### src/rtl/i2c_packet_fifo_if.sv
// Frame-in / word-out bus between the frame counter stage, the packet FIFO and the host logic.
// The FIFO connects through the slave modport; host-side logic uses master.
interface i2c_packet_fifo_if #(
    parameter int ADDR_W = 4
);
    logic [8:0]      DATA_REG;
    logic            VALID_PACK;
    logic            RD_EN;
    logic            CLR_OVF;
    logic [8:0]      RD_DATA;
    logic            RD_VALID;
    logic            EMPTY;
    logic            FULL;
    logic [ADDR_W:0] COUNT;
    logic            OVERFLOW;

    modport slave (
        input  DATA_REG, VALID_PACK, RD_EN, CLR_OVF,
        output RD_DATA, RD_VALID, EMPTY, FULL, COUNT, OVERFLOW
    );

    modport master (
        output DATA_REG, VALID_PACK, RD_EN, CLR_OVF,
        input  RD_DATA, RD_VALID, EMPTY, FULL, COUNT, OVERFLOW
    );
endinterface

### src/rtl/i2c_packet_fifo.sv
// Circular FIFO of 9-bit frame words: captures DATA_REG on each VALID_PACK rising edge,
// serves words through a registered read handshake, flags dropped frames sticky.
module i2c_packet_fifo #(
    parameter int DEPTH  = 16,
    parameter int ADDR_W = 4
) (
    input logic                 SYNCED_CLK,
    input logic                 RST,
    i2c_packet_fifo_if.slave    bus
);
    localparam logic [ADDR_W:0] FULL_CNT = (ADDR_W+1)'(DEPTH);

    logic [8:0]        r_mem [DEPTH];
    logic [ADDR_W-1:0] r_wr_ptr;
    logic [ADDR_W-1:0] r_rd_ptr;
    logic [ADDR_W:0]   r_count;
    logic              r_vp_d;
    logic [8:0]        r_rd_data;
    logic              r_rd_valid;
    logic              r_overflow;

    logic w_empty, w_full, w_we, w_re, w_wr, w_drop;

    assign w_empty = (r_count == '0);
    assign w_full  = (r_count == FULL_CNT);
    assign w_we    = bus.VALID_PACK & ~r_vp_d;
    assign w_re    = bus.RD_EN & ~w_empty;
    // A full FIFO still takes the frame when a read frees a slot on the same edge.
    assign w_wr    = w_we & (~w_full | w_re);
    assign w_drop  = w_we & w_full & ~w_re;

    always_ff @(posedge SYNCED_CLK) begin
        if (w_wr) r_mem[r_wr_ptr] <= bus.DATA_REG;
    end

    always_ff @(posedge SYNCED_CLK) begin
        if (RST) begin
            // Delay reg starts high so a level already present at release is not a new frame.
            r_vp_d     <= 1'b1;
            r_wr_ptr   <= '0;
            r_rd_ptr   <= '0;
            r_count    <= '0;
            r_rd_data  <= '0;
            r_rd_valid <= 1'b0;
            r_overflow <= 1'b0;
        end else begin
            r_vp_d     <= bus.VALID_PACK;
            r_rd_valid <= w_re;
            if (w_wr) r_wr_ptr <= r_wr_ptr + 1'b1;
            if (w_re) begin
                r_rd_data <= r_mem[r_rd_ptr];
                r_rd_ptr  <= r_rd_ptr + 1'b1;
            end
            case ({w_wr, w_re})
                2'b10:   r_count <= r_count + 1'b1;
                2'b01:   r_count <= r_count - 1'b1;
                default: r_count <= r_count;
            endcase
            if (w_drop)           r_overflow <= 1'b1;
            else if (bus.CLR_OVF) r_overflow <= 1'b0;
        end
    end

    assign bus.RD_DATA  = r_rd_data;
    assign bus.RD_VALID = r_rd_valid;
    assign bus.EMPTY    = w_empty;
    assign bus.FULL     = w_full;
    assign bus.COUNT    = r_count;
    assign bus.OVERFLOW = r_overflow;
endmodule

### src/flat_wrapper.sv
// flat-port wrapper written by rule: the top's interface ports become plain ports
module i2c_packet_fifo_flat 
#(
    parameter int DEPTH  = 16,
    parameter int ADDR_W = 4
)
  (SYNCED_CLK, RST, bus_DATA_REG, bus_VALID_PACK, bus_RD_EN, bus_CLR_OVF, bus_RD_DATA, bus_RD_VALID, bus_EMPTY, bus_FULL, bus_COUNT, bus_OVERFLOW);
  i2c_packet_fifo_if #(.ADDR_W(ADDR_W)) bus_i ();
  input logic SYNCED_CLK;
  input logic RST;
  input wire logic [$bits(bus_i.DATA_REG)-1:0] bus_DATA_REG;
  input wire logic [$bits(bus_i.VALID_PACK)-1:0] bus_VALID_PACK;
  input wire logic [$bits(bus_i.RD_EN)-1:0] bus_RD_EN;
  input wire logic [$bits(bus_i.CLR_OVF)-1:0] bus_CLR_OVF;
  output wire logic [$bits(bus_i.RD_DATA)-1:0] bus_RD_DATA;
  output wire logic [$bits(bus_i.RD_VALID)-1:0] bus_RD_VALID;
  output wire logic [$bits(bus_i.EMPTY)-1:0] bus_EMPTY;
  output wire logic [$bits(bus_i.FULL)-1:0] bus_FULL;
  output wire logic [$bits(bus_i.COUNT)-1:0] bus_COUNT;
  output wire logic [$bits(bus_i.OVERFLOW)-1:0] bus_OVERFLOW;
  assign bus_i.DATA_REG = bus_DATA_REG;
  assign bus_i.VALID_PACK = bus_VALID_PACK;
  assign bus_i.RD_EN = bus_RD_EN;
  assign bus_i.CLR_OVF = bus_CLR_OVF;
  assign bus_RD_DATA = bus_i.RD_DATA;
  assign bus_RD_VALID = bus_i.RD_VALID;
  assign bus_EMPTY = bus_i.EMPTY;
  assign bus_FULL = bus_i.FULL;
  assign bus_COUNT = bus_i.COUNT;
  assign bus_OVERFLOW = bus_i.OVERFLOW;
  i2c_packet_fifo #(.DEPTH(DEPTH), .ADDR_W(ADDR_W)) u_core (.SYNCED_CLK(SYNCED_CLK), .RST(RST), .bus(bus_i));
endmodule
### config.mk
export PLATFORM = sky130hd
export DESIGN_NAME = i2c_packet_fifo_flat
export DESIGN_NICKNAME = d
export VERILOG_FILES = /design/src/rtl/i2c_packet_fifo_if.sv /design/src/rtl/i2c_packet_fifo.sv /design/src/flat_wrapper.sv
export SDC_FILE = /design/constraint.sdc
export NUM_CORES = 1
export LEC_CHECK = 0
export BUFFER_PORTS_ARGS = -buffer_cell sky130_fd_sc_hd__buf_4
export CORE_ASPECT_RATIO = 1.75
export CORE_MARGIN = 4
export CORE_UTILIZATION = 51
export CTS_BUF_LIST = sky130_fd_sc_hd__clkbuf_8 sky130_fd_sc_hd__clkbuf_16
export DETAILED_ROUTE_END_ITERATION = 6
export GPL_TIMING_DRIVEN = 1
export PLACE_DENSITY = 0.68
export SYNTH_ARGS = -nofsm -noshare
export SYNTH_HDL_FRONTEND = slang
export SYNTH_SLANG_ARGS = --single-unit
### constraint.sdc
create_clock -name SYNCED_CLK -period 3.5 [get_ports SYNCED_CLK]
set_input_delay 0.35 -clock SYNCED_CLK [delete_from_list [all_inputs] [get_ports SYNCED_CLK]]
set_output_delay 0.35 -clock SYNCED_CLK [all_outputs]
set_load 0.01 [all_outputs]
==> metrics.txt <==
Cell variety after synth=39; share of the clock period used by the worst path after layout=0.888; category of cells accounting for the largest share of critical-path delay=compound AO/OA/AOI/OAI gates; detailed router's first-iteration violation count=~280; max-slew headroom at the worst pin=0.348; top cell types by occurrence after synthesis=sky130_fd_sc_hd__edfxtp_1 (144), sky130_fd_sc_hd__mux2i_1 (73), sky130_fd_sc_hd__o22ai_1 (38); Static Leak=0.00250 uW; TritonCTS Buffers=17; I/O pin count=32; skew final=0.00668 ns; final RePlAce weighted congestion=0.801; Mapped Cells=between 400 and 500; CP endpoint kind=flop; Num Clock Sinks=roughly 170; master of the slowest instance on the critical path=sky130_fd_sc_hd__nor4_1; cell-by-cell listing of the critical path=nor4_1 > a31oi_2 > inv_1 > ha_1 > xor2_1 > ha_1 > a21oi_1 > nand2b_1 > a21o_1 > a21oi_1 > mux2_2; CP Class=reg -> reg; root buffer selected by CTS=sky130_fd_sc_hd__clkbuf_16; power after layout=between 5000 and 6000 uW; detailed-route DRC error count=0; overall die area=between 0.015 and 0.02 sq mm; ratio of cells with drive above 1 in the final layout=0.186; pin count of the biggest net entering global routing=40; PD cells=645 mW/mm^2; DR pass1 iterations=5; total of hold buffers inserted after clock tree synthesis=0; Yosys warning total=0; row count=55; residual overflow from global routing=0; GRT Total Usage=0.195; TritonCTS clock tree=built; type of origin of the critical path=flop; Post-DRT Antenna Nets=0; average cell area after synthesis=about 15 sq um; peak per-stage delay on the critical path=around 0.48 ns; Final setup violation count=0; routed wire length per instance=20.9 um; Initial Util=0.523; hold violation count in the final report=0; antenna violations before repair=0; HPWL after detailed placement=around 9400 um; slew of the pin with the lowest slew margin=0.975 ns; Hold/Removal Path Class=in -> reg; count of buffers added by post-CTS timing repair for setup=0; placement-stage worst setup slack=approximately 0.40 ns; post-cts repair resize count=0; library cell with the highest instance count after synthesis=sky130_fd_sc_hd__edfxtp_1; cells taking the most area after synthesis=sky130_fd_sc_hd__edfxtp_1 (64%), sky130_fd_sc_hd__mux2i_1 (11%), sky130_fd_sc_hd__dfxtp_1 (7.4%); synthesized area=approximately 0.0068 sq mm; die boundary height=approximately 160 um; setup repair after global routing missed its margin=false; count of H-tree levels built during CTS=4; Chip Width=about 95 um; post-route minimum period=3.11 ns; Port-buffer cells=31; share of Yosys cell area claimed by the top area cell type=0.636; run status=complete, no violations; core area=about 0.013 sq mm; number of violations of the max-capacitance limit=0; final wirelength=around 14,000 um; buffers plus inverters on the worst setup path=1; worst setup slack after layout=0.391 ns; dominant cell type by area after synthesis=sky130_fd_sc_hd__edfxtp_1; Slew Viols, Final=0; vias in the first global route=3,902; layout-stage area growth over the synthesis result=14.8%; via/cell ratio=between 5 and 6; maximum count of clock buffers along a single path=2; count of flip-flops with a built-in enable after synthesis=around 140; arrival time of data at the critical path endpoint=roughly 3.4 ns; clock network latency to the later pin of the worst-skew pair=0.42 ns; Post-Syn Nets=around 460; Clock Pin Slew Worst Setup and Hold Paths=0.06 ns; first-pass GRT wire length=between 20,000 and 25,000 um; sequential share of the synthesized area=0.710; required time at the endpoint of the critical path=3.81 ns; worst vdd ir=approximately 0.5 mV; synthesis-stage register bit count=approximately 170; final layout net count=around 500; top fanout value on the critical path=9; Post-synth top flop=sky130_fd_sc_hd__edfxtp_1; Total Negative Setup Slacks=0 ns; total number of vias=~3,700; Post-synth ARST share=0; Max Freq=322 MHz; number of antenna diodes=0
-- registers in the layout, indices dropped and copies added, names as in the netlist --
register,count
u_core.bus.COUNT,5
u_core.r_mem,144
u_core.r_rd_ptr,4
u_core.bus.RD_VALID,1
u_core.r_wr_ptr,4
u_core.bus.OVERFLOW,1
u_core.r_vp_d,1
u_core.bus.RD_DATA,9
-- metal layers --
layer / GRT usage / wire length (um)
met1: 0.223 / 5400
met2: 0.352 / 7760
met3: 0.0375 / 412
met4: 0.0703 / 258
met5: 0 / 0
-- metrics by stage --
stage / std cells / hold slack (ns) / cell area [sq um] / util
global placement: 628 / 0.532 / 7210 / 0.554
CTS: 660 / 0.117 / 7810 / 0.600
global route: 660 / 0.139 / 7810 / 0.600
detailed placement: 628 / 0.525 / 7210 / 0.554
finish: 660 / 0.132 / 7810 / 0.600
floorplan: 440 / 0.449 / 6800 / -
-- worst paths after layout --
path	startpoint	end	slack, ns	cells past startpoint
worst max-delay path	u_core.bus.COUNT[1]$_SDFFE_PP0P_	u_core.bus.COUNT[4]$_SDFFE_PP0P_	0.39	11
worst min-delay path	bus_VALID_PACK	u_core.r_vp_d$_SDFF_PP1_	0.13	2
worst max register to register	u_core.bus.COUNT[1]$_SDFFE_PP0P_	u_core.bus.COUNT[4]$_SDFFE_PP0P_	0.39	11
worst min register to register	u_core.bus.RD_DATA[2]$_SDFFE_PP0P_	u_core.bus.RD_DATA[2]$_SDFFE_PP0P_	0.54	2
-- power breakdown --
part,internal (uW),switching [uW]
combinational,347,445
clock,1120,762
sequential,2270,90.5
total,3740,1300
-- layout make-up --
type                       instances  area (sq um)
timing repair buffer              42           328
clock buffer                      17           425
multi-input combinational        239          1810
clock inverter                    15           173
tap                              171           214
inverter                           7          26.3
sequential                       169          4830
fill                             969          5200
-- cells in the final DEF (no fill, tap or decap), types with 2 or more instances in the layout --
cell type and n:
sky130_fd_sc_hd__edfxtp_1 144, sky130_fd_sc_hd__nor2_1 37, sky130_fd_sc_hd__o21ai_0 2, sky130_fd_sc_hd__inv_1 6, sky130_fd_sc_hd__nand4_1 2, sky130_fd_sc_hd__buf_4 41, sky130_fd_sc_hd__mux2i_1 73, sky130_fd_sc_hd__a211oi_2 9
sky130_fd_sc_hd__a21oi_1 6, sky130_fd_sc_hd__clkbuf_16 17, sky130_fd_sc_hd__xor2_1 7, sky130_fd_sc_hd__nand2_1 12, sky130_fd_sc_hd__o22ai_1 38, sky130_fd_sc_hd__nor3_1 4, sky130_fd_sc_hd__dfxtp_1 24, sky130_fd_sc_hd__clkinv_2 4
sky130_fd_sc_hd__nor4_1 11, sky130_fd_sc_hd__clkinvlp_4 2, sky130_fd_sc_hd__bufinv_16 3, sky130_fd_sc_hd__xnor2_1 2, sky130_fd_sc_hd__nor2b_1 2, sky130_fd_sc_hd__nand2b_1 6, sky130_fd_sc_hd__inv_6 4, sky130_fd_sc_hd__nand3b_1 3
sky130_fd_sc_hd__ha_1 9, sky130_fd_sc_hd__or3_1 2
-- kinds of logic (layout without fill, tap and decap cells) --
| kind of cell | count (synthesis) | in the layout | synth area share |
|---|---|---|---|
| mux | 74 | 74 | 0.109 |
| fa+ha+maj | 9 | 9 | 0.0166 |
| flops | 169 | 169 | 0.710 |
| compound gates | 62 | 62 | 0.0679 |
| buf+inv | 32 | 81 | 0.0237 |
| xor+xnor | 9 | 9 | 0.0116 |
| simple gates | 85 | 85 | 0.0615 |
Note: power is estimated with default switching activity, not from simulation.
